`config.mk`:
```
export PLATFORM = sky130hd
export DESIGN_NAME = serial_subtractor
export DESIGN_NICKNAME = d
export VERILOG_FILES = /design/src/rtl/serial_subtractor.sv
export SDC_FILE = /design/constraint.sdc
export NUM_CORES = 1
export LEC_CHECK = 0
export ABC_CLOCK_PERIOD_IN_PS = 3200
export BUFFER_PORTS_ARGS = -buffer_cell sky130_fd_sc_hd__buf_2
export CAP_MARGIN = 40
export CORE_MARGIN = 3
export CORE_UTILIZATION = 59
export CTS_CLUSTER_DIAMETER = 80
export DETAILED_ROUTE_END_ITERATION = 10
export PLACE_DENSITY = 0.86
export REMOVE_ABC_BUFFERS = 1
export SLEW_MARGIN = 20
export SYNTH_ARGS = -nofsm -noshare
export SYNTH_HDL_FRONTEND = slang
export SYNTH_SLANG_ARGS = --single-unit
export TNS_END_PERCENT = 10
```
`constraint.sdc`:
```
create_clock -name clk -period 3.2 [get_ports clk]
set_input_delay 0.32 -clock clk [delete_from_list [all_inputs] [get_ports clk]]
set_output_delay 0.32 -clock clk [all_outputs]
set_load 0.05 [all_outputs]
```
`src/rtl/serial_subtractor.sv`:
```
// -----------------------------------------------------------------------------
// serial_subtractor
//   Bit-serial subtractor computing Y = A - B - BI (mod 2^WIDTH), one bit per
//   clock, LSB first. Operands are captured on an accepted start. Results are
//   loaded on the completion edge and held until the next completion.
//
//   Handshake: start is a request pulse that is honoured only in IDLE. Once a
//   request is taken, busy stays high through RUN and DONE, and further start
//   pulses are dropped (there is no queuing). done is high for exactly one
//   cycle, and during that cycle Y/BO/V already carry the new result.
//
// Ports
//   clk        rising-edge clock
//   rst_n      synchronous active-low reset
//   start      request pulse (accepted in IDLE only)
//   A, B       minuend / subtrahend, captured on accept
//   BI         borrow-in, captured on accept
//   Y          difference, WIDTH bits
//   BO         unsigned borrow-out (A < B + BI)
//   V          two's-complement overflow
//   busy       high in RUN and DONE
//   done       single-cycle completion strobe
//   state_dbg  current FSM state encoding (IDLE=0, RUN=1, DONE=2)
//
//   WIDTH must be at least 2.
// -----------------------------------------------------------------------------
module serial_subtractor #(
  parameter int WIDTH = 8
) (
  input  logic             clk,
  input  logic             rst_n,
  input  logic             start,
  input  logic [WIDTH-1:0] A,
  input  logic [WIDTH-1:0] B,
  input  logic             BI,
  output logic [WIDTH-1:0] Y,
  output logic             BO,
  output logic             V,
  output logic             busy,
  output logic             done,
  output logic [1:0]       state_dbg
);

  // Wide enough to hold WIDTH, so the counter never wraps during RUN.
  localparam int CW = $clog2(WIDTH + 1);

  typedef enum logic [1:0] {
    IDLE = 2'd0,
    RUN  = 2'd1,
    DONE = 2'd2
  } state_t;

  state_t           state;
  state_t           state_nxt;

  logic [WIDTH-1:0] a_sr;
  logic [WIDTH-1:0] b_sr;
  logic [WIDTH-1:0] res_sr;
  logic             br;
  logic [CW-1:0]    cnt;
  // The shift registers lose their MSBs while shifting, so the sign bits are
  // kept aside for the overflow decision.
  logic             a_msb;
  logic             b_msb;

  logic             d;
  logic             br_nxt;
  logic             last_bit;
  logic [WIDTH-1:0] res_nxt;

  // One full-subtractor cell acting on the current LSBs.
  always_comb begin
    d        = a_sr[0] ^ b_sr[0] ^ br;
    br_nxt   = (~a_sr[0] & b_sr[0]) | (~(a_sr[0] ^ b_sr[0]) & br);
    last_bit = (cnt == CW'(WIDTH - 1));
    res_nxt  = {d, res_sr[WIDTH-1:1]};
  end

  // Next-state logic.
  always_comb begin
    state_nxt = state;
    unique case (state)
      IDLE:    if (start) state_nxt = RUN;
      RUN:     if (last_bit) state_nxt = DONE;
      DONE:    state_nxt = IDLE;
      default: state_nxt = IDLE;
    endcase
  end

  // State register.
  always_ff @(posedge clk) begin
    if (!rst_n) begin
      state <= IDLE;
    end else begin
      state <= state_nxt;
    end
  end

  // Datapath and result registers.
  always_ff @(posedge clk) begin
    if (!rst_n) begin
      a_sr   <= '0;
      b_sr   <= '0;
      res_sr <= '0;
      br     <= 1'b0;
      cnt    <= '0;
      a_msb  <= 1'b0;
      b_msb  <= 1'b0;
      Y      <= '0;
      BO     <= 1'b0;
      V      <= 1'b0;
    end else begin
      case (state)
        IDLE: begin
          if (start) begin
            a_sr   <= A;
            b_sr   <= B;
            br     <= BI;
            a_msb  <= A[WIDTH-1];
            b_msb  <= B[WIDTH-1];
            cnt    <= '0;
            res_sr <= '0;
          end
        end
        RUN: begin
          a_sr   <= a_sr >> 1;
          b_sr   <= b_sr >> 1;
          br     <= br_nxt;
          res_sr <= res_nxt;
          cnt    <= cnt + CW'(1);
          if (last_bit) begin
            Y  <= res_nxt;
            BO <= br_nxt;
            // Overflow only when the operand signs differ and the result
            // sign disagrees with the minuend; d is the result MSB here.
            V  <= (a_msb != b_msb) && (d != a_msb);
          end
        end
        default: begin
        end
      endcase
    end
  end

  assign busy      = (state == RUN) || (state == DONE);
  assign done      = (state == DONE);
  assign state_dbg = state;

endmodule

```
Word level (Yosys, flattened, before mapping)

Cells that the tools add are included.

$add $sub $neg: 1
Equal/unequal tests: 7
Mux-type cells: 13
Bitwise logic cells: 7
Reduce and logical (&&, ||, !) cells: 8

Operator list:

| cell                | number |
|---|---|
| $pmux 8 s2          | 3 |
| $mux 8              | 3 |
| $pmux 4 s2          | 1 |
| $reduce_and 2->1    | 4 |
| $add 4x1->4 const B | 1 |
| $eq 4x3->1 const B  | 1 |
| $mux 2              | 2 |
| $mux 4              | 1 |
| $ne 2x2->1 const B  | 2 |
| $pmux 2 s2          | 1 |
| $and 1x1->1         | 2 |
| $eq 2x1->1 const B  | 1 |
| $eq 2x2->1 const B  | 1 |
| $logic_not 2->1     | 1 |
| $ne 1x1->1          | 2 |
| $not 1->1           | 2 |
| $pmux 1 s2          | 1 |
| $reduce_bool 2->1   | 1 |
| $xor 1x1->1         | 2 |
| $logic_and 1x1->1   | 1 |
| $logic_or 1x1->1    | 1 |
| $mux 1              | 1 |
| $or 1x1->1          | 1 |

Bits in registers: 43
Bits of input ports: 20
Output and inout port bits: 14
Word-level logic and storage cells: 47

Longest topological paths before layout

Gate-level depths: netlist (run 1).

Depth in word-level cells: 5
Mapped depth: 7
Depth with buffers taken out: 5

Worst setup path before layout (run 1)

Ideal clock, no wire load.

Path kind: register to register
From: register state[1], in the netlist state_dbg[1]
To: register a_sr[2]
Library setup time: 145 ps
Arrival: 1706 ps
Data required time: 3055 ps
Slack: 1350 ps
Stages on the path, launching flop included: 8
Path buffers: 2
Period minus slack after synthesis: 1850 ps
Cells stage by stage: dfxtp_1 inv_1 ha_1 buf_6 mux2_4 buf_4 nor2_1 a211oi_2

Cells in the longest elaborated chain, start to end: 3
Elaborated cells on any way between the ends: 6
Those cells by class: eq/ne (2); mux (1); reduce/logical (3)

RTL lines:

| item                                                             | RTL line | RTL |
|---|---|---|
| from (decl)                                                      | 53       | `state_t state;` |
| from (signal assigned)                                           | 95       | `state <= state_nxt;` |
| $eq 2x1->1 or $logic_not 2->1 (tied branches)                    | 113      | `case (state)` |
| $reduce_bool 2->1 (no source line) or $ne 2x2->1 (tied branches) | --       |  |
| $reduce_and 2->1 (no source line)                                | --       |  |
| to (signal assigned)                                             | 126      | `a_sr <= a_sr >> 1;` |
| to (decl)                                                        | 56       | `logic [WIDTH-1:0] a_sr;` |

Several ways; a longest one is shown, not always the timed one.
A chain may end at the register's enable or synchronous reset.

Worst setup path in the final report (run 1)

From: register state[1], in the netlist state_dbg[1]
To: register state[0], in the netlist state_dbg[0]

Cells in the longest elaborated chain, start to end: 3
Elaborated cells on any way between the ends: 6
Those cells by class: eq/ne (3); mux (1); reduce/logical (2)

RTL lines:

| item                                          | RTL line | RTL |
|---|---|---|
| $eq 2x1->1 or $logic_not 2->1 (tied branches) | 82       | `unique case (state)` |
| $ne 2x2->1 (no source line)                   | --       |  |
| $reduce_and 2->1 (no source line)             | --       |  |

Several ways; a longest one is shown, not always the timed one.

==> impl_metrics.csv, run 1 <==
group,metric,value,unit
power,peakVddDrop,0.3298,mV
routing,vias,1546,
clocking,cts_hold_buf,0,
power,powerDensity,473.6,nW/um2
clocking,root_buffer,"clkbuf_4",
critical_path,crit_path_end_kind,"flip-flop",
final_layout,diodes,0,
floorplanning,die_w,63.83,um
grt,first_global_vias,1511,
logic_synthesis,yosysMostFrequentCell,"dfxtp_1",
clocking,clk_pin_slew,0.12,ns
sta,skew,0.006966,ns
final_layout,nFillCells,245,
critical_path,cp-start-kind,"flip-flop",
floorplanning,start_util,63.08,%
placement,dp_cells,272,
final_layout,syn_to_final_growth,10.78,%
placement,dpl.hpwl,2495,um
routing,via_per_inst,5.521,
placement,io_buffer_count,33,
routing,drc,0,
clocking,cts_setup_buffers,0,
logic_synthesis,syn_area_per_cell,9.486,um2
floorplanning,io_pins,34,
logic_synthesis,synth_top_area_cell,"dfxtp_1",
grt,overflow,0,
grt,antenna_found_initial,0,
logic_synthesis,yosys.area_share.simple,16.55,%
clocking,worstSkewPairLatency,0.35,ns
clocking,cts_tree,"yes",
logic_synthesis,ys_ff_latch,42,
run,drv_cap,0,
logic_synthesis,yosys-top-cells-area,"dfxtp_1 (43%), a211oi_2 (9.5%), mux2i_1 (9.1%), nand2_1 (4.6%), a21oi_1 (4.3%)",
grt,grt_use_total,18.83,%
routing,drtIter0Drc,91,
routing,drtAntennaViolNets,0,
final_layout,drive_gt1_share,26.27,%
placement,gp_congestion,0.7375,
logic_synthesis,synth_async_sr_flop_share,0,%
sta,fmax,486.2,MHz
logic_synthesis,synthXorXnorAreaFrac,0,%
logic_synthesis,synth_compound_area_share,21.12,%
sta,worst-slew-pin-transition,0.6689,ns
clocking,cts_buffer_depth,2,
logic_synthesis,syn_inst,208,
final_layout,final_nets,260,
routing,drt_pass1_iterations,4,
sta,setup_viol,0,
grt,grt_max_degree,31,
sta,period_needed,2.057,ns
clocking,clkSinkCount,42,
clocking,cts_resized,0,
power,leakagePower,0.0008749,uW
logic_synthesis,synth_top_family_by_area,"compound AO/OA/AOI/OAI gates",
logic_synthesis,seq_area_frac_synth,42.61,%
sta,rsz0062_at_grt,"false",
final_layout,fin_cells,280,
floorplanning,row_count,20,
floorplanning,die_y,63.83,um
logic_synthesis,yosysUniqueCellTypes,33,
critical_path,path_max_fanout,20,
routing,routedWlPerCell,12.69,um
grt,grt_first_pass_wirelength,6320,um
sta,final_hold_viol_count,0,
floorplanning,fp.coreArea,3128,um2
logic_synthesis,yosysWarnings,0,
status,outcome,"finished, final reports clean",
sta,max_slew_margin,54.13,%
critical_path,worstSetupPathType,"flip-flop to flip-flop",
clocking,cts_htree_levels,2,
logic_synthesis,synth_area,1973,um2
logic_synthesis,synthAdderAreaFrac,3.551,%
logic_synthesis,synth-edff-count,0,
sta,tns,0,ns
sta,fin_crit_sh,64.27,%
min_path,hold_class,"input port to flip-flop",
critical_path,cp.required,3.41,ns
clocking,cts_made_buffers,5,
critical_path,arrival,2.27,ns
routing,wirelength,3552,um
logic_synthesis,synth_common_cells,"dfxtp_1 (42), nand2_1 (24), nor2_1 (22), mux2i_1 (18), a21oi_1 (17)",
logic_synthesis,synth_top_area_share,42.61,%
logic_synthesis,muxShareOfSynthArea,9.892,%
sta,slew_violations,0,
logic_synthesis,yosys_most_used_dff,"dfxtp_1",
floorplanning,die-area,4074,um2
## sequential cells by signal, summed over array words and instances, names as in the netlist
signal	cells
Y	8
a_sr	8
b_sr	8
res_sr	7
cnt	4
state_dbg	2
BO	1
V	1
a_msb	1
b_msb	1
br	1
## cells in the final DEF (no fill, tap or decap), types with 2 or more instances in the layout
master    instances
nor2_1           22
nand3b_1          3
nand2b_1          3
dfxtp_1          42
clkbuf_4          5
or2_2             2
mux2i_1          18
buf_4             2
nand3_1           4
nor2b_1           3
nand2_1          24
a211oi_2         15
inv_1             7
nor3_1            2
and4b_1           2
a21oi_1          17
buf_2            33
a32oi_1           9
a311oi_1          2
o21ai_0           3
ha_1              4
## power breakdown
group          internal (uW)  total (uW)  switching, uW
combinational           77.4         194            116
sequential               553         571           17.7
clock                    107         271            164
total                    737        1040            298
## logic make-up (layout without fill, tap and decap cells)
logic type | count (synthesis) | in the layout
AND/OR/NAND/NOR | 69 | 69
flip-flops | 42 | 42
multiplexers | 19 | 19
buffers and inverters | 23 | 51
adder cells (fa/ha/maj) | 5 | 5
AO/OA/AOI/OAI | 50 | 50
## stage by stage
stage / power, uW / utilization (%) / setup WS [ns] / hold WS [ns] / cell area [um2]
2_1_floorplan: 729.8 / - / 0.5293 / 0.4396 / 1876
3_3_place_gp: 769.4 / 67.48 / 1.200 / 0.4409 / 2111
3_5_place_dp: 777.3 / 67.96 / 1.192 / 0.4446 / 2126
4_1_cts: 1038 / 69.88 / 1.178 / 0.2334 / 2186
5_1_grt: 1085 / 69.88 / 0.9915 / 0.2454 / 2186
6_report: 1035 / 69.88 / 1.143 / 0.2384 / 2186
## final timing paths
path / start / slack (ns) / endpoint / cells past startpoint
min reg2reg: Y[0]$_SDFFE_PN0P_ / 0.46 / Y[0]$_SDFFE_PN0P_ / 2
max reg2reg: state_dbg[1]$_SDFFE_PN0P_ / 1.14 / state_dbg[0]$_SDFFE_PN0P_ / 6
max: state_dbg[1]$_SDFFE_PN0P_ / 1.14 / state_dbg[0]$_SDFFE_PN0P_ / 6
min: A[7] / 0.24 / a_sr[7]$_SDFFE_PN0P_ / 3
## metal layers
layer / vias up / wire (um) / global-route usage, % / part of all wire (%)
met2: 26 / 1613 / 30.84 / 45
met4: 0 / 50 / 5.930 / 1.4
met1: 720 / 1743 / 24.17 / 49
met5: - / 0 / 0 / 0
met3: 6 / 144 / 4.745 / 4.1
li1: 794 / - / - / -
## worst max-delay path, cell delays in order, from the launching register on
cell and delay, ns:
dfxtp_1 0.34, inv_1 0.09, ha_1 0.60, buf_4 0.41, and2b_1 0.25, nor3_1 0.17
nor3_1 0.06
## cell type report
class	count	area (um2)	share of cell area [%]
Clock buffer	7	55.05	2.519
Clock inverter	1	5.005	0.2290
Inverter	7	26.28	1.202
Multi-Input combinational cell	143	1008	46.14
Sequential cell	42	840.8	38.47
Tap cell	44	55.05	2.519
Timing Repair Buffer	36	195.2	8.930
Note: power is estimated with default switching activity, not from simulation.
==> inputs of run 2 (changes only) <==
--- a/config.mk
+++ b/config.mk
@@ -5,14 +5,15 @@
 export SDC_FILE = /design/constraint.sdc
 export NUM_CORES = 1
 export LEC_CHECK = 0
-export ABC_CLOCK_PERIOD_IN_PS = 3200
+export ABC_AREA = 1
+export ABC_CLOCK_PERIOD_IN_PS = 2000
 export BUFFER_PORTS_ARGS = -buffer_cell sky130_fd_sc_hd__buf_2
 export CAP_MARGIN = 40
 export CORE_MARGIN = 3
-export CORE_UTILIZATION = 59
+export CORE_UTILIZATION = 54
 export CTS_CLUSTER_DIAMETER = 80
 export DETAILED_ROUTE_END_ITERATION = 10
-export PLACE_DENSITY = 0.86
+export PLACE_DENSITY = 0.81
 export REMOVE_ABC_BUFFERS = 1
 export SLEW_MARGIN = 20
 export SYNTH_ARGS = -nofsm -noshare
==> constraint.sdc (replaced) <==
create_clock -name clk -period 2 [get_ports clk]
set_input_delay 0.2 -clock clk [delete_from_list [all_inputs] [get_ports clk]]
set_output_delay 0.2 -clock clk [all_outputs]
set_load 0.05 [all_outputs]
==> run 2 against run 1 <==
- area after synthesis shrank 5.7%
- first-iteration DRC count down 16%
- flip-flop and latch count unchanged
- largest power group unchanged
==> impl_metrics.csv, run 2 <==
group,metric,value,unit
routing,vias,1642,
sta,rsz0062_at_grt,"false",
min_path,hold_class,"input port to flip-flop",
critical_path,cp.required,2.25,ns
logic_synthesis,syn_area_per_cell,7.296,um2
floorplanning,row_count,20,
grt,grt_first_pass_wirelength,6334,um
critical_path,r2r_cells,7,
floorplanning,die_w,64.70,um
grt,overflow,0,
logic_synthesis,synth_area,1861,um2
logic_synthesis,synth_top_area_cell,"dfxtp_1",
critical_path,ff2ff_setup_slack,0.41,ns
final_layout,final_common_cell,"nand2_1",
routing,drc,0,
logic_synthesis,syn_inst,255,
routing,routedWlPerCell,11.12,um
min_path,min_to,"b_msb$_SDFFE_PN0P_",
sta,setup_viol,0,
logic_synthesis,ys_ff_latch,42,
final_layout,fin_cells,336,
sta,skew,0.01313,ns
sta,period_needed,1.590,ns
critical_path,path_max_fanout,14,
logic_synthesis,yosysUniqueCellTypes,23,
routing,drtIter0Drc,76,
grt,first_global_vias,1464,
logic_synthesis,yosys_most_used_dff,"dfxtp_1",
clocking,cts_buffer_depth,2,
grt,grt_max_degree,21,
final_layout,diodes,0,
sta,final_hold_viol_count,0,
routing,drtAntennaViolNets,0,
critical_path,critPathBufInv,2,
critical_path,crit_family,"flip-flops",
floorplanning,die-area,4185,um2
critical_path,arrival,1.84,ns
sta,tns,0,ns
power,powerDensity,759.3,nW/um2
placement,io_buffer_count,33,
logic_synthesis,synth_top_area_share,45.19,%
sta,slew_violations,0,
routing,drt_pass1_iterations,4,
placement,place_ws,0.4220,ns
final_layout,final_nets,316,
placement,dpl.hpwl,2622,um
clocking,worstSkewPairLatency,0.35,ns
sta,max_slew_margin,54.28,%
critical_path,critPathSlowestCell,"dfxtp_1",
critical_path,reg2reg_to,"b_sr[4]$_SDFFE_PN0P_",
clocking,cts_htree_levels,2,
sta,holdWs,0.1068,ns
clocking,cts_hold_buf,0,
grt,grt_use_total,19.40,%
critical_path,cp-start-kind,"flip-flop",
clocking,clkSinkCount,42,
sta,worst-slew-pin-transition,0.6851,ns
clocking,cts_resized,0,
final_layout,final_cell_mix,"nand2_1 (88), dfxtp_1 (42), buf_2 (33)",
critical_path,crit_chain,"inv_1 > ha_1 > nand2_2 > o21ai_2 > buf_4 > o21ai_0 > nor2_1",
clocking,cts_tree,"yes",
critical_path,worstSetupPathType,"flip-flop to flip-flop",
logic_synthesis,yosys-top-cells-area,"dfxtp_1 (45%), nand2_1 (18%), nor2_1 (6.5%), a21oi_1 (6.2%), ha_1 (2.7%)",
logic_synthesis,yosysMostFrequentCell,"nand2_1",
sta,fin_crit_sh,79.49,%
critical_path,crit_path_end_kind,"flip-flop",
power,leakagePower,0.0009784,uW
min_path,holdPathStages,3,
floorplanning,die_y,64.70,um
sta,fmax,629.0,MHz
status,outcome,"finished, final reports clean",
logic_synthesis,synth_common_cells,"nand2_1 (88), dfxtp_1 (42), nor2_1 (32), a21oi_1 (23), inv_1 (11)",
power,peakVddDrop,0.4369,mV
final_layout,drive_gt1_share,22.26,%
run,drv_cap,0,
sta,layout_setup_ws,0.4101,ns
final_layout,syn_to_final_growth,14.32,%
final_layout,reg.largest.list,"Y (8), a_sr (8), b_sr (8)",
logic_synthesis,seq_area_frac_synth,45.19,%
grt,antenna_found_initial,0,
floorplanning,start_util,58.54,%
floorplanning,io_pins,34,
clocking,clk_pin_slew,0.11,ns
critical_path,r2r_start,"state_dbg[0]$_SDFFE_PN0P_",
routing,wirelength,3735,um
floorplanning,fp.coreArea,3178,um2
logic_synthesis,synth-edff-count,0,
routing,via_per_inst,4.887,
clocking,cts_made_buffers,5,
clocking,cts_setup_buffers,0,
placement,dp_cells,328,
logic_synthesis,synth_async_sr_flop_share,0,%
clocking,root_buffer,"clkbuf_4",
critical_path,critPathMaxStageDelay,0.39,ns
min_path,min_from,"B[7]",
logic_synthesis,yosysWarnings,0,
placement,gp_congestion,0.8001,
[run 2: cells by family (layout without fill, tap and decap cells)]
logic type,count (synthesis),after routing,share of synthesized area [%]
buffers and inverters,24,61,6.388
XOR/XNOR,2,2,0.9417
adder cells (fa/ha/maj),5,5,3.766
AND/OR/NAND/NOR,133,133,28.31
AO/OA/AOI/OAI,49,49,15.40
flip-flops,42,42,45.19
[run 2: worst min-delay path: stages]
cell	delay, ns
buf_2	0.11
nand2_1	0.06
a21oi_1	0.05
[run 2: layer usage]
layer | vias up | GRT usage (%) | routed length, um
met5 | - | 0 | 0
met4 | 0 | 7.388 | 44
li1 | 875 | - | -
met3 | 6 | 5.373 | 175
met1 | 729 | 24.86 | 1756
met2 | 32 | 31.06 | 1759
[run 2: layout make-up]
cell class,instances,area (um2)
clock inverter,1,5.005
sequential,42,840.8
tap,44,55.05
fill,299,1051
timing repair buffer,41,225.2
inverter,12,45.04
multi-input combinational,189,900.9
clock buffer,7,55.05
[run 2: how the worst max path moves through the flow]
| stage | start | endpoint | slack (ns) | depth (start not counted) |
|---|---|---|---|---|
| after floorplan | state_dbg[0]$_SDFFE_PN0P_ | cnt[2]$_SDFFE_PN0P_ | -0.27 | 6 |
| after global placement | state_dbg[0]$_SDFFE_PN0P_ | b_sr[0]$_SDFFE_PN0P_ | 0.52 | 7 |
| after detailed placement | state_dbg[0]$_SDFFE_PN0P_ | b_sr[4]$_SDFFE_PN0P_ | 0.42 | 7 |
| after CTS | state_dbg[0]$_SDFFE_PN0P_ | b_sr[0]$_SDFFE_PN0P_ | 0.40 | 7 |
| after global routing | state_dbg[0]$_SDFFE_PN0P_ | b_sr[4]$_SDFFE_PN0P_ | 0.23 | 7 |
| final | state_dbg[0]$_SDFFE_PN0P_ | b_sr[4]$_SDFFE_PN0P_ | 0.41 | 7 |
[run 2: per-stage QoR]
stage	power, uW	cell area (um2)	util (%)
global placement	1193	2067	65.04
floorplan	1108	1787	-
global route	1707	2127	66.93
CTS	1628	2127	66.93
finish	1615	2127	66.93
detailed placement	1200	2067	65.04
[run 2: where the power goes]
part | switching [uW] | leakage (uW) | internal [uW]
sequential | 25.3 | 0.000343 | 880
combinational | 177 | 0.000600 | 99.6
clock | 262 | 0.0000353 | 171
==> inputs of run 3 (changes only) <==
--- a/config.mk
+++ b/config.mk
@@ -6,7 +6,7 @@
 export NUM_CORES = 1
 export LEC_CHECK = 0
 export ABC_AREA = 1
-export ABC_CLOCK_PERIOD_IN_PS = 2000
+export ABC_CLOCK_PERIOD_IN_PS = 1600
 export BUFFER_PORTS_ARGS = -buffer_cell sky130_fd_sc_hd__buf_2
 export CAP_MARGIN = 40
 export CORE_MARGIN = 3
==> constraint.sdc (replaced) <==
create_clock -name clk -period 1.6 [get_ports clk]
set_input_delay 0.16 -clock clk [delete_from_list [all_inputs] [get_ports clk]]
set_output_delay 0.16 -clock clk [all_outputs]
set_load 0.05 [all_outputs]
==> run 3 against run 2 <==
- via count up 1.9%
- clock-buffer cell count is 2 lower
- register-to-register slack got worse by 0.26 ns
- highest routed layer unchanged
- critical path depth down 4
- clock skew down 0.0020 ns
- sequential power increased by 25%
- global-route usage up 0.18 points
- cell area grew 2.3%
- largest cell class unchanged
- largest power group unchanged
==> impl_metrics.csv, run 3 (synthesized netlist as in run 2, its figures left out) <==
group,metric,value,unit
final_layout,syn_to_final_growth,16.95,%
critical_path,critPathSlowestCell,"dfxtp_1",
grt,first_global_vias,1538,
routing,drtIter0Drc,57,
routing,drt_pass1_iterations,4,
clocking,cts_buffer_depth,2,
critical_path,worstSetupPathType,"flip-flop to output port",
min_path,hold_class,"input port to flip-flop",
sta,final_hold_viol_count,0,
sta,worst-slew-pin-transition,0.3227,ns
critical_path,crit_path_end_kind,"output port",
critical_path,path_max_fanout,4,
final_layout,design_area,2176,um2
power,p_total,2165,uW
final_layout,reg.largest.list,"Y (8), a_sr (8), b_sr (8)",
sta,fin_crit_sh,95.30,%
final_layout,fin_util,68.46,%
critical_path,arrival,1.36,ns
grt,antenna_found_initial,0,
sta,period_needed,1.525,ns
critical_path,ff2ff_setup_slack,0.15,ns
critical_path,cp.required,1.44,ns
final_layout,drive_gt1_share,24.41,%
sta,max_slew_margin,78.47,%
clocking,cts_htree_levels,2,
min_path,min_to,"b_msb$_SDFFE_PN0P_",
routing,drtAntennaViolNets,0,
routing,via_per_inst,4.935,
floorplanning,row_count,20,
clocking,clk_pin_slew,0.13,ns
sta,skew,0.01113,ns
sta,fmax,655.9,MHz
critical_path,r2r_cells,6,
critical_path,critPathBufInv,2,
routing,drc,0,
routing,routedWlPerCell,10.94,um
final_layout,diodes,0,
power,leakagePower,0.001000,uW
sta,layout_setup_ws,0.07527,ns
grt,overflow,0,
clocking,cts_setup_buffers,0,
routing,wirelength,3709,um
critical_path,critPathMaxStageDelay,0.40,ns
clocking,worstSkewPairLatency,0.36,ns
critical_path,cp-start-kind,"flip-flop",
sta,holdWs,0.06633,ns
final_layout,final_cell_mix,"nand2_1 (88), dfxtp_1 (41), nor2_1 (32), buf_2 (32), a21oi_1 (23)",
sta,setup_viol,0,
grt,grt_use_total,19.59,%
grt,grt_first_pass_wirelength,6430,um
final_layout,nFillCells,291,
final_layout,final_common_cell,"nand2_1",
clocking,cts_tree,"yes",
min_path,min_from,"B[7]",
critical_path,reg2reg_to,"a_sr[2]$_SDFFE_PN0P_",
grt,grt_max_degree,16,
final_layout,final_nets,319,
power,powerDensity,995.1,nW/um2
clocking,clkSinkCount,42,
floorplanning,fp.coreArea,3178,um2
floorplanning,die_y,64.70,um
floorplanning,start_util,58.54,%
placement,dpl_cell_area,2090,um2
run,drv_cap,0,
routing,vias,1673,
floorplanning,die-area,4185,um2
status,outcome,"finished, final reports clean",
sta,slew_violations,0,
clocking,root_buffer,"clkbuf_4",
clocking,cts_made_buffers,5,
power,peakVddDrop,0.6240,mV
floorplanning,die_w,64.70,um
critical_path,crit_family,"flip-flops",
critical_path,r2r_start,"state_dbg[0]$_SDFFE_PN0P_",
placement,place_ws,0.1112,ns
floorplanning,io_pins,34,
critical_path,crit_chain,"inv_1 > ha_2 > clkbuf_4",
placement,io_buffer_count,33,
min_path,holdPathStages,3,
placement,dpl.hpwl,2686,um
placement,gp_congestion,0.7700,
run 3: cell types whose count changed in the layout (fill, tap and decap cells not counted):
cell,delta
buf_4,+3
ha_1,-2
ha_2,+2
buf_2,-1
bufinv_16,+1
clkbuf_1,-1
clkbuf_4,+1
clkbuf_8,-1
clkinv_2,+1
dfxtp_1,-1
dfxtp_2,+1
run 3: area by class of cell:
cell class	instances	area [um2]	share of cell area, %
tap	44	55.05	2.530
clock buffer	5	37.54	1.725
sequential	42	842.1	38.70
inverter	12	45.04	2.070
clock inverter	3	40.04	1.840
multi-input combinational	189	905.9	41.63
timing repair buffer	44	250.2	11.50
run 3: worst max-delay path by stage:
stage | start | endpoint | slack (ns) | cells after the start
3_5_place_dp | state_dbg[0]$_SDFFE_PN0P_ | a_sr[2]$_SDFFE_PN0P_ | 0.11 | 6
2_1_floorplan | state_dbg[0]$_SDFFE_PN0P_ | cnt[2]$_SDFFE_PN0P_ | -0.67 | 6
4_1_cts | state_dbg[0]$_SDFFE_PN0P_ | a_sr[2]$_SDFFE_PN0P_ | 0.07 | 7
6_report | state_dbg[0]$_SDFFE_PN0P_ | busy | 0.08 | 3
5_1_grt | state_dbg[0]$_SDFFE_PN0P_ | busy | -0.00003 | 3
3_3_place_gp | state_dbg[0]$_SDFFE_PN0P_ | b_sr[1]$_SDFFE_PN0P_ | 0.18 | 7
run 3: worst register-to-register path, delay by kind of cell, from the launching register on:
kind | cells | cell delay (ns)
flops | 1 | 0.40
compound gates | 2 | 0.33
buf+inv | 2 | 0.29
fa+ha+maj | 1 | 0.25
simple gates | 1 | 0.12
run 3: through the flow:
step,cells,TNS [ns]
2_1_floorplan,243,-20.90
3_3_place_gp,331,0
3_5_place_dp,331,0
4_1_cts,339,0
5_1_grt,339,-0.00003131
6_report,339,0
run 3: timing repair:
item | CTS | global route
gates resized for setup | 0 | 4
endpoints found under the setup margin | 0 | 18
endpoints found under the hold margin | 0 | 0
hold buffers | 0 | 0
run 3: per-layer routing:
layer,up-vias,global-route usage (%),wire length (um)
met3,7,4.159,129
li1,881,-,-
met2,29,33.38,1694
met4,0,8.707,68
met1,756,23.66,1817
met5,-,0,0
run 3: where the power goes:
| part | internal, uW | switching, uW |
|---|---|---|
| Sequential | 1100 | 30.7 |
| Clock | 324 | 351 |
| Combinational | 136 | 224 |
| Total | 1560 | 606 |
